==> config.mk <==
export PLATFORM = sky130hd
export DESIGN_NAME = dcache_coherence_agent
export DESIGN_NICKNAME = d
export VERILOG_FILES = /design/src/rtl/cpu_types_pkg.sv /design/src/rtl/cc_word_seq.sv /design/src/rtl/dcache_coherence_agent.sv
export SDC_FILE = /design/constraint.sdc
export NUM_CORES = 1
export LEC_CHECK = 0
export CAP_MARGIN = 20
export CORE_AREA = 2 2 155 157
export DETAILED_ROUTE_END_ITERATION = 16
export DIE_AREA = 0 0 157 159
export DONT_BUFFER_PORTS = 1
export PLACE_DENSITY = 0.69
export SYNTH_ARGS = -nofsm -noshare
export SYNTH_HDL_FRONTEND = slang
export SYNTH_SLANG_ARGS = --single-unit
==> constraint.sdc <==
create_clock -name CLK -period 5.27 [get_ports CLK]
set_input_delay 0.7905 -clock CLK [delete_from_list [all_inputs] [get_ports CLK]]
set_output_delay 0.7905 -clock CLK [all_outputs]
set_load 0.005 [all_outputs]
==> src/rtl/cpu_types_pkg.sv <==
// ----------------------------------------------------------------------------
// cpu_types_pkg
// Shared types for the dcache coherence agent.
//   cc_req_t       : request kinds the cache core hands to the agent
//   agent_state_t  : agent FSM states
//   BLK_OFF        : first block-address bit (2-word, 8-byte blocks)
//   WORD_SEL       : address bit that selects the word inside a block
//   blk_word_addr  : builds a bus word address from a block address and word index
// ----------------------------------------------------------------------------
package cpu_types_pkg;

    typedef enum logic [1:0] {
        CC_FILL  = 2'd0,
        CC_FILLX = 2'd1,
        CC_WB    = 2'd2,
        CC_UPG   = 2'd3
    } cc_req_t;

    typedef enum logic [3:0] {
        IDLE     = 4'd0,
        SNP_CHK  = 4'd1,
        SNP_SUP0 = 4'd2,
        SNP_SUP1 = 4'd3,
        SNP_END  = 4'd4,
        FILL0    = 4'd5,
        FILL1    = 4'd6,
        WB0      = 4'd7,
        WB1      = 4'd8,
        UPG      = 4'd9,
        DONE     = 4'd10
    } agent_state_t;

    localparam int BLK_OFF  = 3;
    localparam int WORD_SEL = 2;

    function automatic logic [31:0] blk_word_addr(input logic [31:BLK_OFF] blk,
                                                  input logic             w);
        logic [31:0] a;
        a                = '0;
        a[31:BLK_OFF]    = blk;
        a[WORD_SEL]      = w;
        return a;
    endfunction

endpackage

==> src/rtl/cc_word_seq.sv <==
// ----------------------------------------------------------------------------
// cc_word_seq
// Two-word beat sequencer shared by the fill, writeback and snoop-supply paths.
// Captures the block address on start_i, then toggles the word index on every
// accepted beat and presents the matching bus word address.
// Ports:
//   CLK, nRST   clock, asynchronous active-low reset
//   start_i     load base_i and restart at word 0
//   base_i      full request/snoop address (low bits ignored for daddr_o)
//   adv_i       current beat accepted on the bus
//   word_o      current word index (0/1)
//   base_o      captured address, unmodified
//   daddr_o     {base[31:3], word, 2'b00}
// ----------------------------------------------------------------------------
module cc_word_seq
    import cpu_types_pkg::*;
(
    input  logic        CLK,
    input  logic        nRST,
    input  logic        start_i,
    input  logic [31:0] base_i,
    input  logic        adv_i,
    output logic        word_o,
    output logic [31:0] base_o,
    output logic [31:0] daddr_o
);

    logic        word_q;
    logic [31:0] base_q;

    always_ff @(posedge CLK or negedge nRST) begin
        if (!nRST) begin
            word_q <= 1'b0;
            base_q <= '0;
        end else if (start_i) begin
            word_q <= 1'b0;
            base_q <= base_i;
        end else if (adv_i) begin
            // wraps back to 0 after the second beat
            word_q <= ~word_q;
        end
    end

    assign word_o  = word_q;
    assign base_o  = base_q;
    assign daddr_o = blk_word_addr(base_q[31:BLK_OFF], word_q);

endmodule

==> src/rtl/dcache_coherence_agent.sv <==
// ----------------------------------------------------------------------------
// dcache_coherence_agent
// Cache-side endpoint of the coherence bus. Issues 2-word fills (plain or
// exclusive), dirty writebacks and S->M upgrade broadcasts for the local
// dcache, and serves snoops from the memory controller: supplies dirty blocks,
// invalidates or downgrades local lines.
// Configuration macro: COH_AGENT_STATS_EN adds saturating snoop_cnt,
// supply_cnt and inv_cnt outputs; without it they do not exist.
// Ports:
//   CLK, nRST                         clock, async active-low reset
//   req_valid/req_type/req_addr       core request, held until req_done
//   wb_data0/1                        writeback words
//   req_done, fill_data0/1            completion pulse and filled words
//   dREN, dWEN, daddr, dstore         bus request, word address, write/supply data
//   ccwrite, cctrans                  exclusive/upgrade flag, snoop-supply reply
//   dwait, dload                      bus handshake and read data
//   ccwait, ccinv, ccsnoopaddr        snoop request from the controller
//   snp_addr, snp_hit, snp_dirty,
//   snp_data0/1                       tag lookup into the local array
//   snp_inv, snp_dgrade               line invalidate / M->S pulses
// ----------------------------------------------------------------------------
module dcache_coherence_agent
    import cpu_types_pkg::*;
#(
    parameter int UPG_CYCLES = 2
) (
    input  logic        CLK,
    input  logic        nRST,
    input  logic        req_valid,
    input  logic [1:0]  req_type,
    input  logic [31:0] req_addr,
    input  logic [31:0] wb_data0,
    input  logic [31:0] wb_data1,
    output logic        req_done,
    output logic [31:0] fill_data0,
    output logic [31:0] fill_data1,
    output logic        dREN,
    output logic        dWEN,
    output logic [31:0] daddr,
    output logic [31:0] dstore,
    output logic        ccwrite,
    output logic        cctrans,
    input  logic        dwait,
    input  logic [31:0] dload,
    input  logic        ccwait,
    input  logic        ccinv,
    input  logic [31:0] ccsnoopaddr,
    output logic [31:0] snp_addr,
    input  logic        snp_hit,
    input  logic        snp_dirty,
    input  logic [31:0] snp_data0,
    input  logic [31:0] snp_data1,
    output logic        snp_inv,
    output logic        snp_dgrade
`ifdef COH_AGENT_STATS_EN
    ,
    output logic [31:0] snoop_cnt,
    output logic [31:0] supply_cnt,
    output logic [31:0] inv_cnt
`endif
);

    localparam logic [2:0] UPG_LAST = 3'(UPG_CYCLES - 1);

    agent_state_t state_q;
    logic [2:0]   upg_cnt_q;
    logic         fillx_q;
    logic         snp_inv_q;
    logic         snp_dgrade_q;
    logic [31:0]  fill_data0_q;
    logic [31:0]  fill_data1_q;
    logic [31:0]  snp_addr_q;
    logic [31:0]  wb0_q, wb1_q;
    logic [31:0]  sup0_q, sup1_q;

    logic         req_accept;
    logic         snp_accept;
    logic         beat_state;
    logic         own_busy;
    logic         seq_start;
    logic [31:0]  seq_base_in;
    logic         seq_adv;
    logic         seq_word;
    logic [31:0]  seq_base;
    logic [31:0]  seq_daddr;

    // A pending snoop always wins over the core's own request.
    assign snp_accept = (state_q == IDLE) && ccwait;
    assign req_accept = (state_q == IDLE) && !ccwait && req_valid;

    assign beat_state = (state_q == FILL0) || (state_q == FILL1) ||
                        (state_q == WB0)   || (state_q == WB1)   ||
                        (state_q == SNP_SUP0) || (state_q == SNP_SUP1);
    assign own_busy   = (state_q == FILL0) || (state_q == FILL1) ||
                        (state_q == WB0)   || (state_q == WB1)   ||
                        (state_q == UPG);

    assign seq_start   = snp_accept || req_accept;
    assign seq_base_in = ccwait ? ccsnoopaddr : req_addr;
    assign seq_adv     = beat_state && !dwait;

    cc_word_seq u_seq (
        .CLK     (CLK),
        .nRST    (nRST),
        .start_i (seq_start),
        .base_i  (seq_base_in),
        .adv_i   (seq_adv),
        .word_o  (seq_word),
        .base_o  (seq_base),
        .daddr_o (seq_daddr)
    );

    always_ff @(posedge CLK or negedge nRST) begin
        if (!nRST) begin
            state_q      <= IDLE;
            upg_cnt_q    <= '0;
            fillx_q      <= 1'b0;
            snp_inv_q    <= 1'b0;
            snp_dgrade_q <= 1'b0;
            fill_data0_q <= '0;
            fill_data1_q <= '0;
            snp_addr_q   <= '0;
        end else begin
            snp_inv_q    <= 1'b0;
            snp_dgrade_q <= 1'b0;
            case (state_q)
                IDLE: begin
                    if (snp_accept) begin
                        snp_addr_q <= ccsnoopaddr;
                        state_q    <= SNP_CHK;
                    end else if (req_accept) begin
                        fillx_q   <= (cc_req_t'(req_type) == CC_FILLX);
                        upg_cnt_q <= '0;
                        case (cc_req_t'(req_type))
                            CC_FILL, CC_FILLX: state_q <= FILL0;
                            CC_WB:             state_q <= WB0;
                            default:           state_q <= UPG;
                        endcase
                    end
                end
                SNP_CHK: begin
                    if (snp_hit && snp_dirty) begin
                        state_q <= SNP_SUP0;
                    end else begin
                        snp_inv_q <= ccinv && snp_hit;
                        state_q   <= SNP_END;
                    end
                end
                SNP_SUP0: if (!dwait) state_q <= SNP_SUP1;
                SNP_SUP1: begin
                    if (!dwait) begin
                        snp_inv_q    <= ccinv;
                        snp_dgrade_q <= !ccinv;
                        state_q      <= SNP_END;
                    end
                end
                SNP_END: if (!ccwait) state_q <= IDLE;
                FILL0: begin
                    if (!dwait) begin
                        fill_data0_q <= dload;
                        state_q      <= FILL1;
                    end
                end
                FILL1: begin
                    if (!dwait) begin
                        fill_data1_q <= dload;
                        state_q      <= DONE;
                    end
                end
                WB0: if (!dwait) state_q <= WB1;
                WB1: if (!dwait) state_q <= DONE;
                UPG: begin
                    if (upg_cnt_q == UPG_LAST) begin
                        state_q <= DONE;
                    end else begin
                        upg_cnt_q <= upg_cnt_q + 3'd1;
                    end
                end
                DONE:    state_q <= IDLE;
                default: state_q <= IDLE;
            endcase
        end
    end

    // Word buffers: only ever read in states that loaded them first.
    always_ff @(posedge CLK) begin
        if (req_accept) begin
            wb0_q <= wb_data0;
            wb1_q <= wb_data1;
        end
        if (state_q == SNP_CHK) begin
            sup0_q <= snp_data0;
            sup1_q <= snp_data1;
        end
    end

    // Bus outputs decoded from registered state only.
    always_comb begin
        dREN    = 1'b0;
        dWEN    = 1'b0;
        ccwrite = 1'b0;
        cctrans = 1'b0;
        daddr   = '0;
        dstore  = '0;
        case (state_q)
            FILL0, FILL1: begin
                dREN    = 1'b1;
                ccwrite = fillx_q;
                daddr   = seq_daddr;
            end
            WB0, WB1: begin
                dWEN   = 1'b1;
                daddr  = seq_daddr;
                dstore = seq_word ? wb1_q : wb0_q;
            end
            SNP_SUP0, SNP_SUP1: begin
                cctrans = 1'b1;
                daddr   = seq_daddr;
                dstore  = seq_word ? sup1_q : sup0_q;
            end
            UPG: begin
                ccwrite = 1'b1;
                daddr   = seq_base;
            end
            default: ;
        endcase
    end

    assign req_done   = (state_q == DONE);
    assign fill_data0 = fill_data0_q;
    assign fill_data1 = fill_data1_q;
    assign snp_addr   = snp_addr_q;
    assign snp_inv    = snp_inv_q;
    assign snp_dgrade = snp_dgrade_q;

`ifdef COH_AGENT_STATS_EN
    logic [31:0] snoop_cnt_q, supply_cnt_q, inv_cnt_q;

    function automatic logic [31:0] sat_inc(input logic [31:0] v);
        return (v == '1) ? v : v + 32'd1;
    endfunction

    always_ff @(posedge CLK or negedge nRST) begin
        if (!nRST) begin
            snoop_cnt_q  <= '0;
            supply_cnt_q <= '0;
            inv_cnt_q    <= '0;
        end else begin
            if (snp_accept)                         snoop_cnt_q  <= sat_inc(snoop_cnt_q);
            if ((state_q == SNP_SUP1) && !dwait)    supply_cnt_q <= sat_inc(supply_cnt_q);
            if (snp_inv_q)                          inv_cnt_q    <= sat_inc(inv_cnt_q);
        end
    end

    assign snoop_cnt  = snoop_cnt_q;
    assign supply_cnt = supply_cnt_q;
    assign inv_cnt    = inv_cnt_q;
`endif

    // Controller must not start a snoop while this cache owns the bus.
    a_no_snoop_while_busy: assert property (@(posedge CLK) disable iff (!nRST)
        own_busy |-> !$rose(ccwait));

    // Core must hold its request until req_done.
    a_req_held: assert property (@(posedge CLK) disable iff (!nRST)
        own_busy |-> req_valid);

endmodule

**Word level (Yosys, flattened, before mapping)**

Index checks and enable logic that the tools add are counted.

- Output and inout bits: 167
- Memories: 0
- RAM bits: 0
- Register bits: 267
- Bits in latches: 0
- ROM bits: 0
- Logic and storage cells: 105

- Shift operators: 0
- $mul: 0
- Muxes and demuxes: 32
- Equal/unequal tests: 24
- $add $sub $neg: 1
- Bitwise logic cells: 3
- Magnitude comparators: 0
- Reduce and logical (&&, ||, !) cells: 31
- Divide/modulo/power cells: 0

Operator list:

| cell | number |
|---|---|
| $pmux 32 s2 | 2 |
| $mux 32 | 3 |
| $mux 4 | 9 |
| $pmux 4 s9 | 1 |
| $ne 2x2->1 const B | 9 |
| $eq 4x3->1 const B | 4 |
| $eq 4x4->1 const B | 3 |
| $mux 3 | 4 |
| $reduce_or 2->1 | 5 |
| $mux 1 | 9 |
| $eq 4x2->1 const B | 2 |
| $pmux 4 s2 | 1 |
| $reduce_and 8->1 | 1 |
| $logic_and 1x1->1 | 6 |
| $logic_or 1x1->1 | 6 |
| $pmux 3 s2 | 1 |
| $reduce_and 2->1 | 3 |
| $reduce_or 6->1 | 1 |
| $eq 4x1->1 const B | 1 |
| $logic_not 4->1 | 1 |
| $pmux 1 s2 | 2 |
| $reduce_and 4->1 | 1 |
| $reduce_bool 2->1 | 2 |
| $add 3x1->3 const B | 1 |
| 9 further kinds | 13 |

**Longest topological paths before layout**

- Depth in word-level cells: 9
- Depth in mapped cells: 6
- Depth with buffers taken out: 6

**Cells and area by module**

From an unflattened synthesis, not the netlist that was laid out.

- Cells, all modules: 705
- Area, all modules: 11342.1 um2

By module, submodules not included:

| module | times used | cells an instance | area an instance (um2) |
|---|---|---|---|
| dcache_coherence_agent | 1 | 601 | 9719.3 |
| cc_word_seq | 1 | 104 | 1622.8 |

**Worst setup path before layout**

Ideal clock, no wire load.

- Path kind: reg2reg
- Start point: register state_q[0]
- End point: register sup0_q[0], enable pin
- Data required time: 4.706 ns
- Stages on the path, launching flop included: 4
- Data arrival time: 5.248 ns
- Setup slack: -0.542 ns
- Path through: dfrtp_1 -> clkbuf_1 -> nand2b_1 -> nor3_1

- Word-level cells in the longest chain between the ends: 1

Ends and longest elaborated chain:

| item | RTL line | text |
|---|---|---|
| start, declared | dcache_coherence_agent.sv:65 | `agent_state_t state_q;` |
| start signal, assigned | dcache_coherence_agent.sv:115 | `state_q <= IDLE;` |
| start signal, assigned | dcache_coherence_agent.sv:130 | `state_q <= SNP_CHK;` |
| start signal, assigned | dcache_coherence_agent.sv:135 | `CC_FILL, CC_FILLX: state_q <= FILL0;` |
| $eq 4x1->1 | dcache_coherence_agent.sv:191 | `if (state_q == SNP_CHK) begin` |
| end signal, assigned | dcache_coherence_agent.sv:192 | `sup0_q <= snp_data0;` |
| end, declared | dcache_coherence_agent.sv:74 | `logic [31:0] sup0_q, sup1_q;` |

Every way passes these cells.
A chain may end at the register's enable or synchronous reset.

**Final worst setup path**

- Start point: register state_q[1]
- End point: output dstore[14]

- Word-level cells in the longest chain between the ends: 3

Ends and longest elaborated chain:

| item | RTL line | text |
|---|---|---|
| $eq 4x2->1, or another cell as far along | dcache_coherence_agent.sv:205 | `case (state_q)` |
| $reduce_or 2->1 (on tied branches) | - |  |
| $pmux 32 s2 * | dcache_coherence_agent.sv:205 |  |
| end, declared | dcache_coherence_agent.sv:40 | `output logic [31:0] dstore,` |

Mark *: on every way between the ends. The rest lies on a longest branch, timed or not.

==> run metrics <==
# Max-Cap Violations=0; CTS H-tree lvls=1; leading area contributor after synthesis=edfxtp_1; FF-to-FF Start=state_q[1]$_DFFE_PN0P_; GRT met1 Usage=0.2165; core area=between 20000 and 25000 um2; I/O pin count=401; vias per cell=between 5 and 6; detailed-route via count=5964; final std cells w/o fill=1057; fin crit share=0.6709; peak supply drop=about 0.00027 V; YS warnings=0; Die Y=between 150 and 200 um; final setup violating endpoints=0; Bufs and invs on worst path=0; DRT Wirelength=24990 um; GR peak layer=met2; vias in the first global route=between 6000 and 7000; Critical Path AT=~2.8 ns; stages on the worst setup path=3; Clk Latency, worst-skew pair=between 0.5 and 0.6 ns; crit-path max cell delay=~0.8 ns; Worst Setup EP=dstore[14]; top-count cell post-synth=dfrtp_1; Critical R2R Capture=wb1_q[11]$_DFFE_PP_; #FFs+latches synth=approximately 270; CP top delay family=simple AND/OR/NAND/NOR gates; Hold Worst Slack=~0.24 ns; gr usage total=0.1930; Post-synth top flop=dfrtp_1; Pwr Density=just under 600 nW/um2; Peak Freq=around 0.28 GHz; post-synth net total=951; post-DP HPWL=17670 um; Setup WS pre-CTS=between 2 and 2.5 ns; Slew @ Worst Pin=slightly above 1 ns; global-route wire length before repair=around 37000 um; # nets final=roughly 950; Synth async-reset ratio=0.5206; setup TNS=0 ns; slowest CP cell=nor4b_1; CP startpoint kind=register; Pleak=about 4.7 nW; synth top area cells=edfxtp_1 (36%), dfrtp_1 (32%), mux2_2 (10%); routability congestion estimate=about 0.85; port buffer count=0; path depth of the worst reg2reg path=3; area delta synth->final=12.36%; post-synth top area share=0.3571; CTS Buffer Depth=3; worst clock skew=approximately 0.02 ns; Tmin final=3.536 ns; Post-synth EDFFs=between 100 and 150; final hold viol count=0; met2 capacity usage during global routing=0.3529; final antenna-violating net count=0; initial antenna violation count=5; Post-synth top cells=dfrtp_1 (139), edfxtp_1 (128), mux2_2 (97), mux2i_1 (96), nand2_1 (41); Die W=157 um; design area=between 10000 and 15000 um2; area post-placement=11090 um2; number of buffers added for setup after CTS=0; Detailed Route Iter0 Violations=approximately 410; DRT Pass-1 Iters=4; CP Data Required Time=4.48 ns; Netlist cell types=between 40 and 50; Avg Cell Area, Syn=15.05 um2; Setup CP Type=reg -> out; CP Capture Type=output port; HP Class=in -> async; critical path launch point=state_q[1]$_DFFE_PN0P_; routed len/inst=~24 um; clock-pin slew on the worst setup and hold paths=0.06 ns; Root Driver=clkbuf_16; Final WS setup=approximately 1.7 ns; Worst R2R Setup Slack=2.53 ns; largest net degree at the start of global routing=140; share of cells above drive strength 1=0.2224; peak fanout along the critical path=33; # DRC=0; Overflow after GRT=0; Seq/Total Area, Yosys=0.6802; initial core utilization=0.4641; row cnt=56; Cell Area, Synth=10760 um2; clock sink total=approximately 270; TritonCTS buffer count=28; Final Max Slew Viols=0; worst relative slew slack=0.3242; M3 GR Usage=0.04545; RSZ-0062 raised after global routing=false; placed cell count=between 900 and 1000; die area=between 20000 and 25000 um2; CTS tree=done; status=complete, no violations; Synth Instances=715; CP cell instances=nor4b_1, a31oi_4, o22ai_1
cell usage in the layout, fill, tap and decap left out, types with 2 or more instances in the layout:
master | netlist | layout
o22ai_1 | 35 | 34
a21oi_1 | 5 | 5
mux2i_1 | 96 | 96
clkinvlp_4 | 0 | 2
o211ai_1 | 2 | 2
and2_1 | 32 | 32
nor4b_1 | 2 | 2
bufinv_16 | 0 | 2
inv_6 | 0 | 2
nand2b_1 | 4 | 4
nor3_1 | 4 | 3
mux2_2 | 97 | 97
clkinv_1 | 0 | 3
nor3b_1 | 2 | 2
clkbuf_1 | 23 | 2
dfrtp_1 | 139 | 138
buf_4 | 0 | 7
diode_2 | 0 | 5
or3_1 | 3 | 3
ha_1 | 2 | 2
o21bai_1 | 2 | 2
o221ai_1 | 2 | 2
inv_1 | 6 | 6
nand3b_1 | 4 | 4
edfxtp_1 | 128 | 128
clkinv_2 | 0 | 8
nand2_1 | 41 | 41
o21ai_0 | 39 | 38
nor4_1 | 2 | 2
clkbuf_16 | 0 | 31
nor2_1 | 7 | 7
a21boi_0 | 2 | 2
sequential cells by signal (all words and copies together) (netlist names), 3 cells and up:
name / cells
state_q: 4
u_seq.base_o: 32
snp_addr: 32
fill_data0: 32
sup1_q: 32
fill_data1: 32
wb1_q: 32
sup0_q: 32
wb0_q: 32
upg_cnt_q: 3
layer usage:
layer / vias up / routed length [um]
li1: 2646 / -
met4: 0 / 790
met3: 53 / 1833
met2: 282 / 13340
met5: - / 0
met1: 2983 / 9023
cell type report:
type / instances / area, um2
fillers: 1858 / 11100
inverters: 6 / 22.52
flip-flops and latches: 267 / 7326
clock buffers: 33 / 783.3
well taps: 319 / 399.1
diodes: 5 / 12.51
repair buffers: 9 / 100.1
clock inverters: 19 / 158.9
multi-input cells: 399 / 3292
cell families (layout without fill, tap and decap cells):
logic type | Yosys count | count (layout) | synth area share
DFF | 267 | 267 | 0.6802
muxes | 193 | 193 | 0.1907
and+or+nand+nor | 106 | 106 | 0.05312
AOI/OAI and AO/OA | 97 | 97 | 0.05417
buffers and inverters | 49 | 67 | 0.01860
adders and majority gates | 2 | 2 | 0.002324
xor gates and xnor gates | 1 | 1 | 0.0008138
other | 0 | 5 | 0
worst reg2reg max path, stage by stage, from the launching register on:
cell and delay [ns]:
dfrtp_1 0.65, or4_4 0.69, nor3b_4 0.25, buf_4 0.70
power by group:
part	internal, mW	total, mW	switching (mW)
Clock	1.16	1.98	0.811
Sequential	2.98	3.54	0.564
Combinational	0.777	1.65	0.870
worst min path at each step:
stage | start | end | slack [ns]
6_report | nRST | fill_data0[0]$_DFFE_PN0P_ | 0.24
5_1_grt | nRST | fill_data0[27]$_DFFE_PN0P_ | 0.27
4_1_cts | nRST | snp_dgrade$_DFF_PN0_ | 0.25
3_5_place_dp | u_seq.base_o[1]$_DFFE_PN0P_ | u_seq.base_o[1]$_DFFE_PN0P_ | 0.47
3_3_place_gp | u_seq.base_o[1]$_DFFE_PN0P_ | u_seq.base_o[1]$_DFFE_PN0P_ | 0.46
2_1_floorplan | u_seq.base_o[0]$_DFFE_PN0P_ | u_seq.base_o[0]$_DFFE_PN0P_ | 0.44
stage by stage:
stage               power, mW  utilization
finish                  7.161       0.5215
global route            7.551       0.5214
CTS                     7.239       0.5201
detailed placement      5.225       0.4783
global placement        5.112       0.4783
floorplan               4.722            -
what timing repair did:
item / in CTS / in global routing
resized for setup: 0 / 0
setup endpoints to repair: 0 / 0
hold buffers: 1 / 0
hold endpoints to repair: 139 / 0
(Power assumes the default switching activity.)
